File: src/rtl/lift_pkg.sv
// Shared types and constants for the lift request scheduler.
//   lift_state_e : controller state (idle, moving between floors, arrival decision, door open)
//   DIR_*        : encoding of the direction output
package lift_pkg;

  typedef enum logic [1:0] {
    StIdle,
    StMove,
    StArrive,
    StDoor
  } lift_state_e;

  localparam logic [1:0] DIR_IDLE = 2'b00;
  localparam logic [1:0] DIR_UP   = 2'b01;
  localparam logic [1:0] DIR_DN   = 2'b10;

endpackage

File: src/rtl/lift_dwell_timer.sv
// Loadable down-counter used for both floor travel time and door dwell time.
//   clk, rst  : clock and synchronous active-high reset
//   load      : load strobe, takes priority over counting
//   load_val  : value loaded on the strobe
//   zero      : high while the count is zero; the counter holds at zero
module lift_dwell_timer #(
  parameter int unsigned Width = 3
) (
  input  logic             clk,
  input  logic             rst,
  input  logic             load,
  input  logic [Width-1:0] load_val,
  output logic             zero
);

  logic [Width-1:0] count_q;

  always_ff @(posedge clk) begin
    if (rst) begin
      count_q <= '0;
    end else if (load) begin
      count_q <= load_val;
    end else if (count_q != '0) begin
      count_q <= count_q - Width'(1);
    end
  end

  assign zero = (count_q == '0);

endmodule

File: src/rtl/lift_request_scheduler.sv
// Per-car SCAN (collective) scheduler: latches hall and car calls, picks the travel direction,
// times travel and door dwell, and clears calls as floors are served.
//   clk, rst             : clock, synchronous active-high reset
//   hall_up_req          : hall-up calls (top floor bit ignored)
//   hall_dn_req          : hall-down calls (bottom floor bit ignored)
//   car_req              : in-car floor buttons
//   current_floor        : registered floor index
//   direction            : 00 idle, 01 up, 10 down
//   moving / door_open   : registered state flags, never both high
//   pending              : OR of all latched calls, for lamps
// Optional feature, enabled by defining LIFT_FIRE_RECALL_EN: adds input fire_recall, which
// discards all calls and sends the car to floor 0, holding the door open there until release.
module lift_request_scheduler
  import lift_pkg::*;
#(
  parameter int unsigned N_FLOORS      = 4,
  parameter int unsigned FLOOR_W       = (N_FLOORS > 1) ? $clog2(N_FLOORS) : 1,
  parameter int unsigned TRAVEL_CYCLES = 4,
  parameter int unsigned DOOR_CYCLES   = 3
) (
  input  logic                clk,
  input  logic                rst,
`ifdef LIFT_FIRE_RECALL_EN
  input  logic                fire_recall,
`endif
  input  logic [N_FLOORS-1:0] hall_up_req,
  input  logic [N_FLOORS-1:0] hall_dn_req,
  input  logic [N_FLOORS-1:0] car_req,
  output logic [FLOOR_W-1:0]  current_floor,
  output logic [1:0]          direction,
  output logic                moving,
  output logic                door_open,
  output logic [N_FLOORS-1:0] pending
);

  localparam int unsigned TimerMax = (TRAVEL_CYCLES > DOOR_CYCLES) ? TRAVEL_CYCLES : DOOR_CYCLES;
  localparam int unsigned TimerW   = $clog2(TimerMax + 1);
  localparam logic [TimerW-1:0]   TravelLoad = TimerW'(TRAVEL_CYCLES - 1);
  localparam logic [TimerW-1:0]   DoorLoad   = TimerW'(DOOR_CYCLES - 1);
  localparam logic [FLOOR_W-1:0]  TopFloor   = FLOOR_W'(N_FLOORS - 1);
  localparam logic [N_FLOORS-1:0] UpMask     = {1'b0, {(N_FLOORS-1){1'b1}}};
  localparam logic [N_FLOORS-1:0] DnMask     = {{(N_FLOORS-1){1'b1}}, 1'b0};

  lift_state_e         state_q, state_d;
  logic [FLOOR_W-1:0]  floor_q, floor_d, floor_step;
  logic [1:0]          dir_q, dir_d;
  logic [N_FLOORS-1:0] pend_up_q, pend_up_d, pend_dn_q, pend_dn_d, pend_car_q, pend_car_d;
  logic [N_FLOORS-1:0] up_in, dn_in, car_in, all_pend, here_vec;
  logic [N_FLOORS-1:0] clr_up, clr_dn, clr_car;
  logic                moving_q, door_open_q;
  logic                at_here, above, below, ahead, behind;
  logic                car_here, same_here, absorb, req_en;
  logic                tmr_load, tmr_zero;
  logic [TimerW-1:0]   tmr_val;
`ifdef LIFT_FIRE_RECALL_EN
  logic                recall_hold_q, recall_hold_d;

  assign req_en = ~fire_recall;
`else
  assign req_en = 1'b1;
`endif

  assign up_in    = hall_up_req & UpMask & {N_FLOORS{req_en}};
  assign dn_in    = hall_dn_req & DnMask & {N_FLOORS{req_en}};
  assign car_in   = car_req & {N_FLOORS{req_en}};
  assign all_pend = pend_up_q | pend_dn_q | pend_car_q;
  assign here_vec = {{(N_FLOORS-1){1'b0}}, 1'b1} << floor_q;

  always_comb begin
    at_here = 1'b0;
    above   = 1'b0;
    below   = 1'b0;
    for (int unsigned i = 0; i < N_FLOORS; i++) begin
      if (all_pend[i]) begin
        if (i == 32'(floor_q))     at_here = 1'b1;
        else if (i > 32'(floor_q)) above   = 1'b1;
        else                       below   = 1'b1;
      end
    end
  end

  assign ahead     = (dir_q == DIR_DN) ? below : above;
  assign behind    = (dir_q == DIR_DN) ? above : below;
  assign car_here  = |(pend_car_q & here_vec);
  assign same_here = (dir_q == DIR_UP) ? |(pend_up_q & here_vec) : |(pend_dn_q & here_vec);
  assign absorb    = |(car_in & here_vec) ||
                     ((dir_q == DIR_UP) && |(up_in & here_vec)) ||
                     ((dir_q == DIR_DN) && |(dn_in & here_vec));

  // Saturating step keeps the floor index inside the shaft.
  always_comb begin
    floor_step = floor_q;
    if (dir_q == DIR_DN) begin
      if (floor_q != '0) floor_step = floor_q - FLOOR_W'(1);
    end else if (floor_q != TopFloor) begin
      floor_step = floor_q + FLOOR_W'(1);
    end
  end

  always_comb begin
    state_d  = state_q;
    floor_d  = floor_q;
    dir_d    = dir_q;
    tmr_load = 1'b0;
    tmr_val  = TravelLoad;
    clr_up   = '0;
    clr_dn   = '0;
    clr_car  = '0;
    unique case (state_q)
      StIdle: begin
        if (at_here) begin
          state_d  = StDoor;
          clr_up   = here_vec;
          clr_dn   = here_vec;
          clr_car  = here_vec;
          tmr_load = 1'b1;
          tmr_val  = DoorLoad;
        end else if (above && !(dir_q == DIR_DN && below)) begin
          state_d  = StMove;
          dir_d    = DIR_UP;
          tmr_load = 1'b1;
        end else if (below) begin
          state_d  = StMove;
          dir_d    = DIR_DN;
          tmr_load = 1'b1;
        end else begin
          dir_d = DIR_IDLE;
        end
      end
      StMove: begin
        if (tmr_zero) begin
          floor_d = floor_step;
          state_d = StArrive;
        end
      end
      StArrive: begin
        if (car_here || same_here || !ahead) begin
          clr_car = here_vec;
          if (dir_q == DIR_UP) clr_up = here_vec;
          else                 clr_dn = here_vec;
          // End of the sweep: serve both hall calls here and turn round if anything is left.
          if (!ahead) begin
            clr_up = here_vec;
            clr_dn = here_vec;
            if (behind) dir_d = (dir_q == DIR_UP) ? DIR_DN : DIR_UP;
            else        dir_d = DIR_IDLE;
          end
          state_d  = StDoor;
          tmr_load = 1'b1;
          tmr_val  = DoorLoad;
        end else begin
          state_d  = StMove;
          tmr_load = 1'b1;
        end
      end
      StDoor: begin
        // Calls already being served here are swallowed and just hold the door open longer.
        clr_car = here_vec;
        if (dir_q == DIR_UP)      clr_up = here_vec;
        else if (dir_q == DIR_DN) clr_dn = here_vec;
        if (absorb) begin
          tmr_load = 1'b1;
          tmr_val  = DoorLoad;
        end else if (tmr_zero) begin
          state_d = StIdle;
        end
      end
      default: state_d = StIdle;
    endcase
`ifdef LIFT_FIRE_RECALL_EN
    recall_hold_d = recall_hold_q;
    if (fire_recall) begin
      state_d  = state_q;
      floor_d  = floor_q;
      dir_d    = DIR_DN;
      tmr_load = 1'b0;
      tmr_val  = TravelLoad;
      if (state_q == StMove) begin
        // Finish the segment in progress; the turn happens at the next arrival.
        dir_d = dir_q;
        if (tmr_zero) begin
          floor_d = floor_step;
          state_d = StArrive;
        end
      end else if (floor_q == '0) begin
        state_d       = StDoor;
        recall_hold_d = 1'b1;
      end else begin
        state_d  = StMove;
        tmr_load = 1'b1;
      end
    end else if (recall_hold_q) begin
      state_d       = StIdle;
      dir_d         = DIR_IDLE;
      tmr_load      = 1'b0;
      recall_hold_d = 1'b0;
    end
`endif
  end

  // Clearing wins over a same-cycle request for the same bit.
  assign pend_up_d  = (pend_up_q | up_in) & ~clr_up & {N_FLOORS{req_en}};
  assign pend_dn_d  = (pend_dn_q | dn_in) & ~clr_dn & {N_FLOORS{req_en}};
  assign pend_car_d = (pend_car_q | car_in) & ~clr_car & {N_FLOORS{req_en}};

  always_ff @(posedge clk) begin
    if (rst) begin
      state_q     <= StIdle;
      floor_q     <= '0;
      dir_q       <= DIR_IDLE;
      pend_up_q   <= '0;
      pend_dn_q   <= '0;
      pend_car_q  <= '0;
      moving_q    <= 1'b0;
      door_open_q <= 1'b0;
    end else begin
      state_q     <= state_d;
      floor_q     <= floor_d;
      dir_q       <= dir_d;
      pend_up_q   <= pend_up_d;
      pend_dn_q   <= pend_dn_d;
      pend_car_q  <= pend_car_d;
      moving_q    <= (state_d == StMove) || (state_d == StArrive);
      door_open_q <= (state_d == StDoor);
    end
  end

`ifdef LIFT_FIRE_RECALL_EN
  always_ff @(posedge clk) begin
    if (rst) recall_hold_q <= 1'b0;
    else     recall_hold_q <= recall_hold_d;
  end
`endif

  lift_dwell_timer #(
    .Width(TimerW)
  ) u_timer (
    .clk     (clk),
    .rst     (rst),
    .load    (tmr_load),
    .load_val(tmr_val),
    .zero    (tmr_zero)
  );

  assign current_floor = floor_q;
  assign direction     = dir_q;
  assign moving        = moving_q;
  assign door_open     = door_open_q;
  assign pending       = all_pend;

endmodule

File: config.mk
export PLATFORM = sky130hd
export DESIGN_NAME = lift_request_scheduler
export DESIGN_NICKNAME = d
export VERILOG_FILES = /design/src/rtl/lift_pkg.sv /design/src/rtl/lift_dwell_timer.sv /design/src/rtl/lift_request_scheduler.sv
export SDC_FILE = /design/constraint.sdc
export NUM_CORES = 1
export LEC_CHECK = 0
export BUFFER_PORTS_ARGS = -buffer_cell sky130_fd_sc_hd__buf_2
export CAP_MARGIN = 20
export CORE_AREA = 10 10 76 65
export CTS_CLUSTER_SIZE = 14
export DETAILED_ROUTE_END_ITERATION = 8
export DIE_AREA = 0 0 86 75
export GPL_TIMING_DRIVEN = 0
export PLACE_DENSITY_LB_ADDON = 0.05
export REMOVE_ABC_BUFFERS = 1
export SKIP_CTS_REPAIR_TIMING = 1
export SYNTH_ARGS = -nofsm -noshare
export SYNTH_HDL_FRONTEND = slang
export SYNTH_SLANG_ARGS = --single-unit
export TNS_END_PERCENT = 30
File: constraint.sdc
create_clock -name clk -period 4.5 [get_ports clk]
set_input_delay 0.225 -clock clk [delete_from_list [all_inputs] [get_ports clk]]
set_output_delay 0.225 -clock clk [all_outputs]
set_load 0.1 [all_outputs]
==> metrics.md, run 1 <==
| Metric | Value |
|---|---|
| Slew @ Worst Pin | `0.621 ns` |
| Initial antenna violation count | `0` |
| Synth Area per Inst | `8.49 um2` |
| Pre-antenna DRT Iters | `5` |
| Clock Skew | `0.00174 ns` |
| PortBufs | `21` |
| Total die area | `approximately 6500 um2` |
| Hpwl dp | `around 3700 um` |
| Primary FF master, synth | `dfxtp_1` |
| Initial DRC Count | `314` |
| Min Hold Slack | `0.226 ns` |
| Clock transition at path regs | `0.09 ns` |
| Gr usage total | `15.1%` |
| Top post-synthesis cells by area | `dfxtp_1, ha_1, a311oi_1` |
| Critical Path AT | `2.85 ns` |
| Routed met1 length | `2280 um` |
| Minimum clock period | `2.69 ns` |
| Layout area overhead | `10.1%` |
| DR top layer | `met4` |
| Max-slew violations | `0` |
| Core area | `3400 um2` |
| Setup TNS | `0 ns` |
| Synth Instances | `189` |
| Synthesized area | `1610 um2` |
| Crit-path cells | `inv_1, ha_1, o31a_1, a311o_1, a21o_1, nand4_2, o21a_1, ha_1, nor2b_1` |
| Die Y | `75 um` |
| DRC errors left | `0` |
| HP Class | `in2reg` |
| Layout cells sized above 1 | `between 10% and 20%` |
| Share of the synthesized area in the top cell type | `28.7%` |
| Synth Register Bits | `23` |
| Routed len/inst | `approximately 20 um` |
| CP Max Fanout | `9` |
| Total CTS buffers | `3` |
| Clk sinks | `23` |
| Crit Path Category | `reg2reg` |
| I/O Pins | `24` |
| Worst R2R Setup Slack | `1.81 ns` |
| Top cells by count, synth | `dfxtp_1, nor2_1, inv_1, nand2_1, a31oi_1` |
| Most common cell in the netlist | `dfxtp_1` |
| Cells on worst reg2reg path | `9` |
| Achievable frequency | `0.372 GHz` |
| Type of origin of the critical path | `flip-flop` |
| Routed wl met3 | `514 um` |
| Clock latency at the later pin of the worst-skew pair | `0.27 ns` |
| RSZ-0062 raised after global routing | `no` |
| Crit. End Element | `flip-flop` |
| WHS Path Cells | `3` |
| Peak VDD IR | `0.000385 V` |
| CP peak stage delay | `0.37 ns` |
| H-tree levels | `1` |
| Leading area contributor after synthesis | `dfxtp_1` |
| TritonCTS clock tree | `done` |
| # diodes | `0` |
| Synth warn | `0` |
| First-pass GRT wire length | `7730 um` |
| Drt total wl | `4970 um` |
| Max_cap viols | `0` |
| Worst-case clock buffer depth | `2` |
| Final setup fails | `0` |
| Req. time, crit path | `4.66 ns` |
| Final nets | `228` |
| Met2 WL post-DR | `between 2000 and 2500 um` |
| Sequential fraction of the synthesis area | `between 20% and 30%` |
| Fin area | `1770 um2` |
| Routed vias/inst | `6.75` |
| Vias | `around 1,700` |
| Root buf cell | `clkbuf_8` |
| Final Util | `52.0%` |
| Pwr/cell area | `765 nW/um2` |
| FP Rows | `19` |
| Final Wtd Congestion | `0.910` |
| Number of global-route vias before repair | `between 1,000 and 1,500` |
| Crit-path most repeated cell | `ha_1` |
| Leakage | `0.716 nW` |
| Post-synth ARST share | `0%` |
| Status | `finished clean` |
| Pwr Total | `between 1 and 1.5 mW` |
| Final ANT Viol Nets | `0` |
| Post-synth EDFFs | `0` |
| Width of the die | `86 um` |
| Total grt overflow | `0` |
| Pin count of the biggest net entering global routing | `18` |
| Crit share post-route | `59.8%` |
| Placed inst area | `1720 um2` |
| Library cells used by synthesis | `54` |
| Slew margin rel. | `58.3%` |
| Highest-delay cell along the critical path | `dfxtp_1` |
| Initial Util | `47.2%` |
| Final Hold Vio Count | `0` |
-- critical path: cells and delay by family (launching register included) --
family	cells	cell delay [ns]
buffers and inverters	1	0.14
adder cells (fa/ha/maj)	2	0.63
AND/OR/NAND/NOR	2	0.40
flip-flops	1	0.37
AO/OA/AOI/OAI	4	1.04
-- report_power, final --
part | leakage (nW) | total (mW) | internal, mW | switching, mW
Clock | 0.0217 | 0.140 | 0.0629 | 0.0769
Combinational | 0.504 | 0.892 | 0.271 | 0.621
Sequential | 0.191 | 0.319 | 0.255 | 0.0646
-- placed cells by master (no fill, tap or decap), types with 3 or more instances in the layout --
cell type  synthesis  final
a211oi_1           3      3
nor2_1            16     16
nand2b_1           7      7
o21ai_0            4      4
a31oi_1            9      9
a21oi_1            4      4
o221ai_1           3      3
nand3_1            6      6
nor2b_1            6      6
ha_1               8      8
a311oi_1           8      8
clkbuf_8           0      3
buf_2              2     21
a22oi_1            7      7
dfxtp_1           23     23
or3_1              3      3
o31ai_1            3      3
inv_1             11     11
xnor2_1            3      3
nand2_1           11     11
and2_1             4      4
-- final cells by class --
cell class	count	area, um2
clock buffer	3	41.3
inverter	11	41.3
fill	334	1630
timing repair buffer	21	105
multi-input combinational	146	1060
sequential	23	460
clock inverter	1	7.51
tap	42	52.6
-- sequential cells by signal (all words and copies together) (netlist names) --
register         flops
u_timer.count_q      3
pend_dn_q            4
moving               1
state_q              2
door_open            1
direction            2
current_floor        2
pend_up_q            4
pend_car_q           4
-- metrics by stage --
step	worst slack, ns	std cells
2_1_floorplan	1.51	180
3_3_place_gp	1.90	243
3_5_place_dp	1.87	243
4_1_cts	1.85	247
5_1_grt	1.61	247
6_report	1.81	247
-- metal layers --
layer / vias to the layer above / track usage [%]
met1: 796 / 20.8
li1: 774 / -
met2: 92 / 22.8
met3: 6 / 5.07
met5: - / 0
met4: 0 / 1.64
-- kinds of logic (layout without fill, tap and decap cells) --
kind of cell | Yosys count | count (layout) | synth area share [%]
adder cells (fa/ha/maj) | 8 | 8 | 6.24
AO/OA/AOI/OAI | 71 | 71 | 36.5
AND/OR/NAND/NOR | 63 | 63 | 20.9
flip-flops | 23 | 23 | 28.7
buffers and inverters | 20 | 36 | 5.38
multiplexers | 1 | 1 | 0.701
XOR/XNOR | 3 | 3 | 1.64
-- worst paths after layout --
check                                      start            end
worst min-delay path                  car_req[1]  pend_car_q[1]
worst max register to register  current_floor[1]         moving
worst max-delay path            current_floor[1]         moving
worst min register to register      pend_up_q[3]   pend_up_q[3]
Power figures use the tool's default switching activity.
==> inputs of run 2 (changes only) <==
==> constraint.sdc (replaced) <==
create_clock -name clk -period 2.4 [get_ports clk]
set_input_delay 0.12 -clock clk [delete_from_list [all_inputs] [get_ports clk]]
set_output_delay 0.12 -clock clk [all_outputs]
set_load 0.1 [all_outputs]
==> run 2 against run 1 <==
Register-to-register slack got worse by 1.7 ns. Die area is the same. Design area grew 4.9%. Clock-buffer cell count stayed put. Worst setup slack worse by 1.7 ns. Highest routed layer unchanged.
==> metrics.md, run 2 (synthesis results as in run 1) <==
| Metric | Value |
|---|---|
| Pre-antenna DRT Iters | `5 (unchanged)` |
| Total grt overflow | `0 (unchanged)` |
| Final setup margin | `0.0858 ns (-1.72 ns)` |
| Final Util | `54.5% (+2.5 points)` |
| Vias | `1,651 (-1.0%)` |
| Net Sw Frac | `55.6% (-0.86 points)` |
| Pwr/cell area | `1430 nW/um2 (+86%)` |
| Total CTS buffers | `3 (unchanged)` |
| HP Class | `in2reg` |
| Pint | `1.17 mW (+99%)` |
| Worst R2R Setup Slack | `0.09 ns (-1.72 ns)` |
| Worst Hold End | `pend_car_q[1]` |
| Total die area | `6450 um2 (unchanged)` |
| Peak VDD IR | `0.000759 V (+97%)` |
| Hold Crit Start | `car_req[1]` |
| # diodes | `0 (unchanged)` |
| Final Wtd Congestion | `0.910 (unchanged)` |
| I/O Pins | `24 (unchanged)` |
| Max-slew violations | `0 (unchanged)` |
| Final ANT Viol Nets | `0 (unchanged)` |
| Layout area overhead | `15.4%` |
| Placed inst area | `1720 um2 (unchanged)` |
| Routed len/inst | `20.0 um (-0.43%)` |
| Place WS | `-0.233 ns (-2.10 ns)` |
| Worst-case clock buffer depth | `2 (unchanged)` |
| H-tree levels | `1 (unchanged)` |
| Hpwl dp | `3730 um (unchanged)` |
| Crit. End Element | `flip-flop` |
| Achievable frequency | `0.432 GHz (+16%)` |
| Max_cap viols | `0 (unchanged)` |
| Leakage | `0.732 nW (+2.2%)` |
| Switching power | `1.47 mW (+92%)` |
| R2R Path Start | `current_floor[1]` |
| Routed vias/inst | `6.60 (-2.2%)` |
| Clock Skew | `0.00342 ns (+0.00168 ns)` |
| Initial antenna violation count | `0 (unchanged)` |
| Layout filler cell count | `329 (-1.5%)` |
| Pin count of the biggest net entering global routing | `18 (unchanged)` |
| Clock power share | `9.9% (-0.4 points)` |
| Status | `finished clean` |
| Drt total wl | `5010 um (+0.78%)` |
| Final setup fails | `0 (unchanged)` |
| Critical Path AT | `2.47 ns (-0.38 ns)` |
| DRC errors left | `0 (unchanged)` |
| Highest-delay cell along the critical path | `dfxtp_4` |
| Reg2reg end | `moving` |
| TritonCTS clock tree | `done` |
| Core area | `3400 um2 (unchanged)` |
| Final Hold Vio Count | `0 (unchanged)` |
| Crit Path Category | `reg2reg` |
| Fin area | `1850 um2 (+4.9%)` |
| Final nets | `231 (+1.3%)` |
| Clock latency at the later pin of the worst-skew pair | `0.27 ns (about the same)` |
| Req. time, crit path | `2.55 ns (-2.11 ns)` |
| Clock transition at path regs | `0.09 ns (about the same)` |
| Root buf cell | `clkbuf_8` |
| PortBufs | `21 (unchanged)` |
| Number of global-route vias before repair | `1,459 (unchanged)` |
| Initial Util | `47.2% (unchanged)` |
| CP Max Fanout | `8 (-1)` |
| Pwr Total | `2.64 mW (+95%)` |
| Initial DRC Count | `241 (-23%)` |
| First-pass GRT wire length | `7730 um (unchanged)` |
| Cells on worst reg2reg path | `9 (unchanged)` |
| FP Rows | `19 (unchanged)` |
| Layout cells sized above 1 | `23.6% (+6.0 points)` |
| Slew margin rel. | `57.7% (-0.65 points)` |
| Type of origin of the critical path | `flip-flop` |
| Crit-path cells | `inv_1, ha_4, o31a_1, a311o_2, a21o_1, nand4_4, o21a_1, ha_1, nor2b_1` |
| Clk sinks | `23 (unchanged)` |
| WHS Path Cells | `3 (unchanged)` |
| Crit share post-route | `96.4% (+37 points)` |
| Post-Place Cells | `243 (unchanged)` |
| Slew @ Worst Pin | `0.631 ns (+0.00964 ns)` |
| Combinational share of power | `67.0% (+1.0 points)` |
| Largest registers | `pend_car_q: 4 flops, pend_dn_q: 4 flops, pend_up_q: 4 flops` |
| Commonest non-fill, non-tap cells in the layout | `dfxtp_1, buf_2, nor2_1` |
| Width of the die | `86 um (unchanged)` |
| Sequential share of power | `23.1% (-0.5 points)` |
| Die Y | `75 um (unchanged)` |
| Gr usage total | `15.1% (unchanged)` |
| Post-Layout Cell Count | `250 (+1.2%)` |
| CP peak stage delay | `0.39 ns (+0.02 ns)` |
| Minimum clock period | `2.31 ns (-0.376 ns)` |
==> run 2: per-layer routing <==
metal,vias to the layer above,part of all wire (%),global-route usage [%]
met2,80,43,22.8
met3,4,11,5.07
met1,782,45,20.8
met4,0,0.96,1.64
met5,-,0,0
li1,785,-,-
==> run 2: worst max-delay path by stage <==
stage	slack [ns]	from	endpoint
global placement	-0.20	current_floor[1]	moving
CTS	-0.25	current_floor[0]	moving
floorplan	-0.59	current_floor[1]	moving
detailed placement	-0.23	current_floor[0]	moving
finish	0.09	current_floor[1]	moving
global route	-0.008	current_floor[1]	moving
==> run 2: cell type report <==
type                       count  area [um2]  area share (%)
clock buffer                   3        41.3            2.23
clock inverter                 1        7.51           0.405
inverter                      11        41.3            2.23
multi-input combinational    146        1120            60.3
sequential                    23         465            25.1
tap                           42        52.6            2.84
timing repair buffer          24         128            6.89
==> run 2: power groups by stage <==
stage	clock, mW	sequential (mW)	combinational [mW]
finish	0.260	0.611	1.77
CTS	0.262	0.596	1.65
global route	0.278	0.628	1.90
floorplan	0	0.792	1.07
detailed placement	0	0.603	1.64
global placement	0	0.599	1.63
==> run 2: worst max-delay path: cells and delay by family, from the launching register on <==
family | cells | cell delay, ns
flip-flops | 1 | 0.39
buffers and inverters | 1 | 0.13
AND/OR/NAND/NOR | 2 | 0.31
adder cells (fa/ha/maj) | 2 | 0.45
AO/OA/AOI/OAI | 4 | 0.91
==> run 2: per-stage QoR <==
step / hold WS [ns] / setup TNS [ns]
after floorplan: 0.189 / -5.97
after global placement: 0.411 / -0.308
after detailed placement: 0.416 / -0.367
after CTS: 0.125 / -0.401
after global routing: 0.138 / -0.00752
final: 0.119 / 0
==> inputs of run 3 (changes only) <==
--- a/config.mk
+++ b/config.mk
@@ -7,10 +7,10 @@
 export LEC_CHECK = 0
 export BUFFER_PORTS_ARGS = -buffer_cell sky130_fd_sc_hd__buf_2
 export CAP_MARGIN = 20
-export CORE_AREA = 10 10 76 65
+export CORE_AREA = 10 10 74 64
 export CTS_CLUSTER_SIZE = 14
 export DETAILED_ROUTE_END_ITERATION = 8
-export DIE_AREA = 0 0 86 75
+export DIE_AREA = 0 0 84 74
 export GPL_TIMING_DRIVEN = 0
 export PLACE_DENSITY_LB_ADDON = 0.05
 export REMOVE_ABC_BUFFERS = 1
==> run 3 against run 2 <==
Non-clock buffer count grew 2. Core utilization grew 2.1 points. Worst setup slack gained 0.028 ns. Clock skew grew 0.00083 ns. Via count grew 2.4%. First-iteration DRC count grew 28%. Highest routed layer unchanged.
==> metrics.md, run 3 (synthesis results as in run 1) <==
| Metric | Value |
|---|---|
| CP peak stage delay | `0.42 ns (+0.03 ns)` |
| Crit. End Element | `flip-flop` |
| FP Rows | `19 (unchanged)` |
| Width of the die | `84 um (-2.3%)` |
| Clock Skew | `0.00425 ns (+0.000831 ns)` |
| Achievable frequency | `0.437 GHz (+1.2%)` |
| Layout area overhead | `15.7%` |
| PortBufs | `21 (unchanged)` |
| RSZ-0062 raised after global routing | `no` |
| Clock transition at path regs | `0.09 ns (about the same)` |
| Layout cells sized above 1 | `24.3% (+0.73 points)` |
| Leakage | `0.744 nW (+1.6%)` |
| Clock latency at the later pin of the worst-skew pair | `0.28 ns (about the same)` |
| Routed len/inst | `19.6 um (-2.0%)` |
| CP Max Fanout | `8 (unchanged)` |
| Critical path launch point | `current_floor[0]` |
| Total die area | `6220 um2 (-3.6%)` |
| Final Hold Vio Count | `0 (unchanged)` |
| Layout filler cell count | `294 (-11%)` |
| Crit share post-route | `95.3% (-1.1 points)` |
| Type of origin of the critical path | `flip-flop` |
| Final ANT Viol Nets | `0 (unchanged)` |
| Final Wtd Congestion | `0.919 (+1.0%)` |
| Max-slew violations | `0 (unchanged)` |
| HP Class | `in2reg` |
| Slew margin rel. | `61.1% (+3.4 points)` |
| Pint | `1.18 mW (+0.79%)` |
| Routed vias/inst | `6.71 (+1.5%)` |
| Largest registers | `pend_car_q: 4 flops, pend_dn_q: 4 flops, pend_up_q: 4 flops` |
| TritonCTS clock tree | `done` |
| DRC errors left | `0 (unchanged)` |
| Final setup margin | `0.113 ns (+0.0276 ns)` |
| R2R Path Start | `current_floor[0]` |
| I/O Pins | `24 (unchanged)` |
| Total grt overflow | `0 (unchanged)` |
| Crit Path Category | `reg2reg` |
| Vias | `1,690 (+2.4%)` |
| Hpwl dp | `3630 um (-2.7%)` |
| Req. time, crit path | `2.56 ns (about the same)` |
| Buf/Inv on CP | `2 (+1)` |
| Place WS | `-0.224 ns (+0.00906 ns)` |
| Final nets | `233 (+0.87%)` |
| Crit path max-delay family | `compound AO/OA/AOI/OAI gates` |
| Sequential share of power | `23.1% (about the same)` |
| Commonest non-fill, non-tap cells in the layout | `dfxtp_1, buf_2, nor2_1` |
| Net Sw Frac | `55.1% (-0.45 points)` |
| Critical Path AT | `2.45 ns (-0.02 ns)` |
| Slew @ Worst Pin | `0.580 ns (-0.0510 ns)` |
| Setup TNS | `0 ns (unchanged)` |
| Pwr/cell area | `1420 nW/um2 (-0.49%)` |
| Pre-antenna DRT Iters | `5 (unchanged)` |
| Status | `finished clean` |
| Pin count of the biggest net entering global routing | `18 (unchanged)` |
| Max_cap viols | `0 (unchanged)` |
| Clk sinks | `23 (unchanged)` |
| Combinational share of power | `67.3% (+0.3 points)` |
| CP Capture Point | `moving` |
| Number of global-route vias before repair | `1,491 (+2.2%)` |
| Highest-delay cell along the critical path | `dfxtp_2` |
| First-pass GRT wire length | `7750 um (+0.26%)` |
| Cells on worst reg2reg path | `8 (-1)` |
| Clock power share | `9.5% (-0.4 points)` |
| # diodes | `0 (unchanged)` |
| Final setup fails | `0 (unchanged)` |
| H-tree levels | `1 (unchanged)` |
| Switching power | `1.45 mW (-1.0%)` |
| Reg2reg end | `moving` |
| Gr usage total | `15.1% (about the same)` |
| Stages on worst setup path | `8 (-1)` |
| Worst R2R Setup Slack | `0.11 ns (+0.03 ns)` |
| Crit-path cells | `inv_2, ha_4, o31a_1, a311o_2, buf_4, o32a_1, ha_1, nor2b_1` |
| Initial DRC Count | `309 (+28%)` |
| Initial antenna violation count | `0 (unchanged)` |
| Pwr Total | `2.64 mW (-0.22%)` |
| Root buf cell | `clkbuf_8` |
| Die Y | `74 um (-1.3%)` |
| Core area | `3280 um2 (-3.5%)` |
| Minimum clock period | `2.29 ns (-0.0276 ns)` |
| Peak VDD IR | `0.000803 V (+5.8%)` |
| Total CTS buffers | `3 (unchanged)` |
| Worst-case clock buffer depth | `2 (unchanged)` |
| Drt total wl | `4950 um (-1.2%)` |
| Min Hold Slack | `0.139 ns (+0.0205 ns)` |
| Initial Util | `48.9% (+1.7 points)` |
-- run 3: tightest hold or removal path, cell delays in order --
cell      delay (ns)
buf_2           0.11
nor2_1          0.09
a311oi_1        0.05
-- run 3: power groups by stage --
stage          Sequential (mW)  Combinational (mW)  Clock [mW]
5_1_grt                  0.624                1.90       0.266
4_1_cts                  0.595                1.63       0.254
2_1_floorplan            0.792                1.07           0
6_report                 0.609                1.77       0.251
3_3_place_gp             0.600                1.62           0
3_5_place_dp             0.604                1.62           0
-- run 3: layer usage --
metal | part of all wire [%] | routed length (um) | vias up | GRT usage, %
met2 | 44 | 2160 | 126 | 23.0
li1 | - | - | 789 | -
met3 | 9.8 | 483 | 10 | 3.28
met1 | 45 | 2230 | 765 | 20.9
met5 | 0 | 0 | - | 0
met4 | 1.5 | 72 | 0 | 4.08
-- run 3: how the worst min path moves through the flow --
stage	startpoint	end	slack, ns	cells after the start
after global routing	car_req[2]	pend_car_q[2]	0.15	3
after detailed placement	car_req[0]	pend_car_q[0]	0.43	3
after floorplan	rst	u_timer.count_q[1]	0.19	1
after CTS	car_req[2]	pend_car_q[2]	0.13	3
final	car_req[2]	pend_car_q[2]	0.14	3
after global placement	car_req[0]	pend_car_q[0]	0.42	3
-- run 3: cell type report --
class	count	area, um2	area share, %
Clock buffer	3	41.3	2.22
Sequential cell	23	463	24.9
Multi-Input combinational cell	146	1110	59.9
Inverter	11	41.3	2.22
Tap cell	42	52.6	2.83
Timing Repair Buffer	26	143	7.68
Clock inverter	1	5.00	0.269
-- run 3: stage by stage --
step / cell area (um2) / util (%) / instances
finish: 1860 / 56.6 / 252
global route: 1860 / 56.6 / 252
CTS: 1760 / 53.8 / 247
detailed placement: 1720 / 52.4 / 243
global placement: 1720 / 52.4 / 243
floorplan: 1560 / - / 180
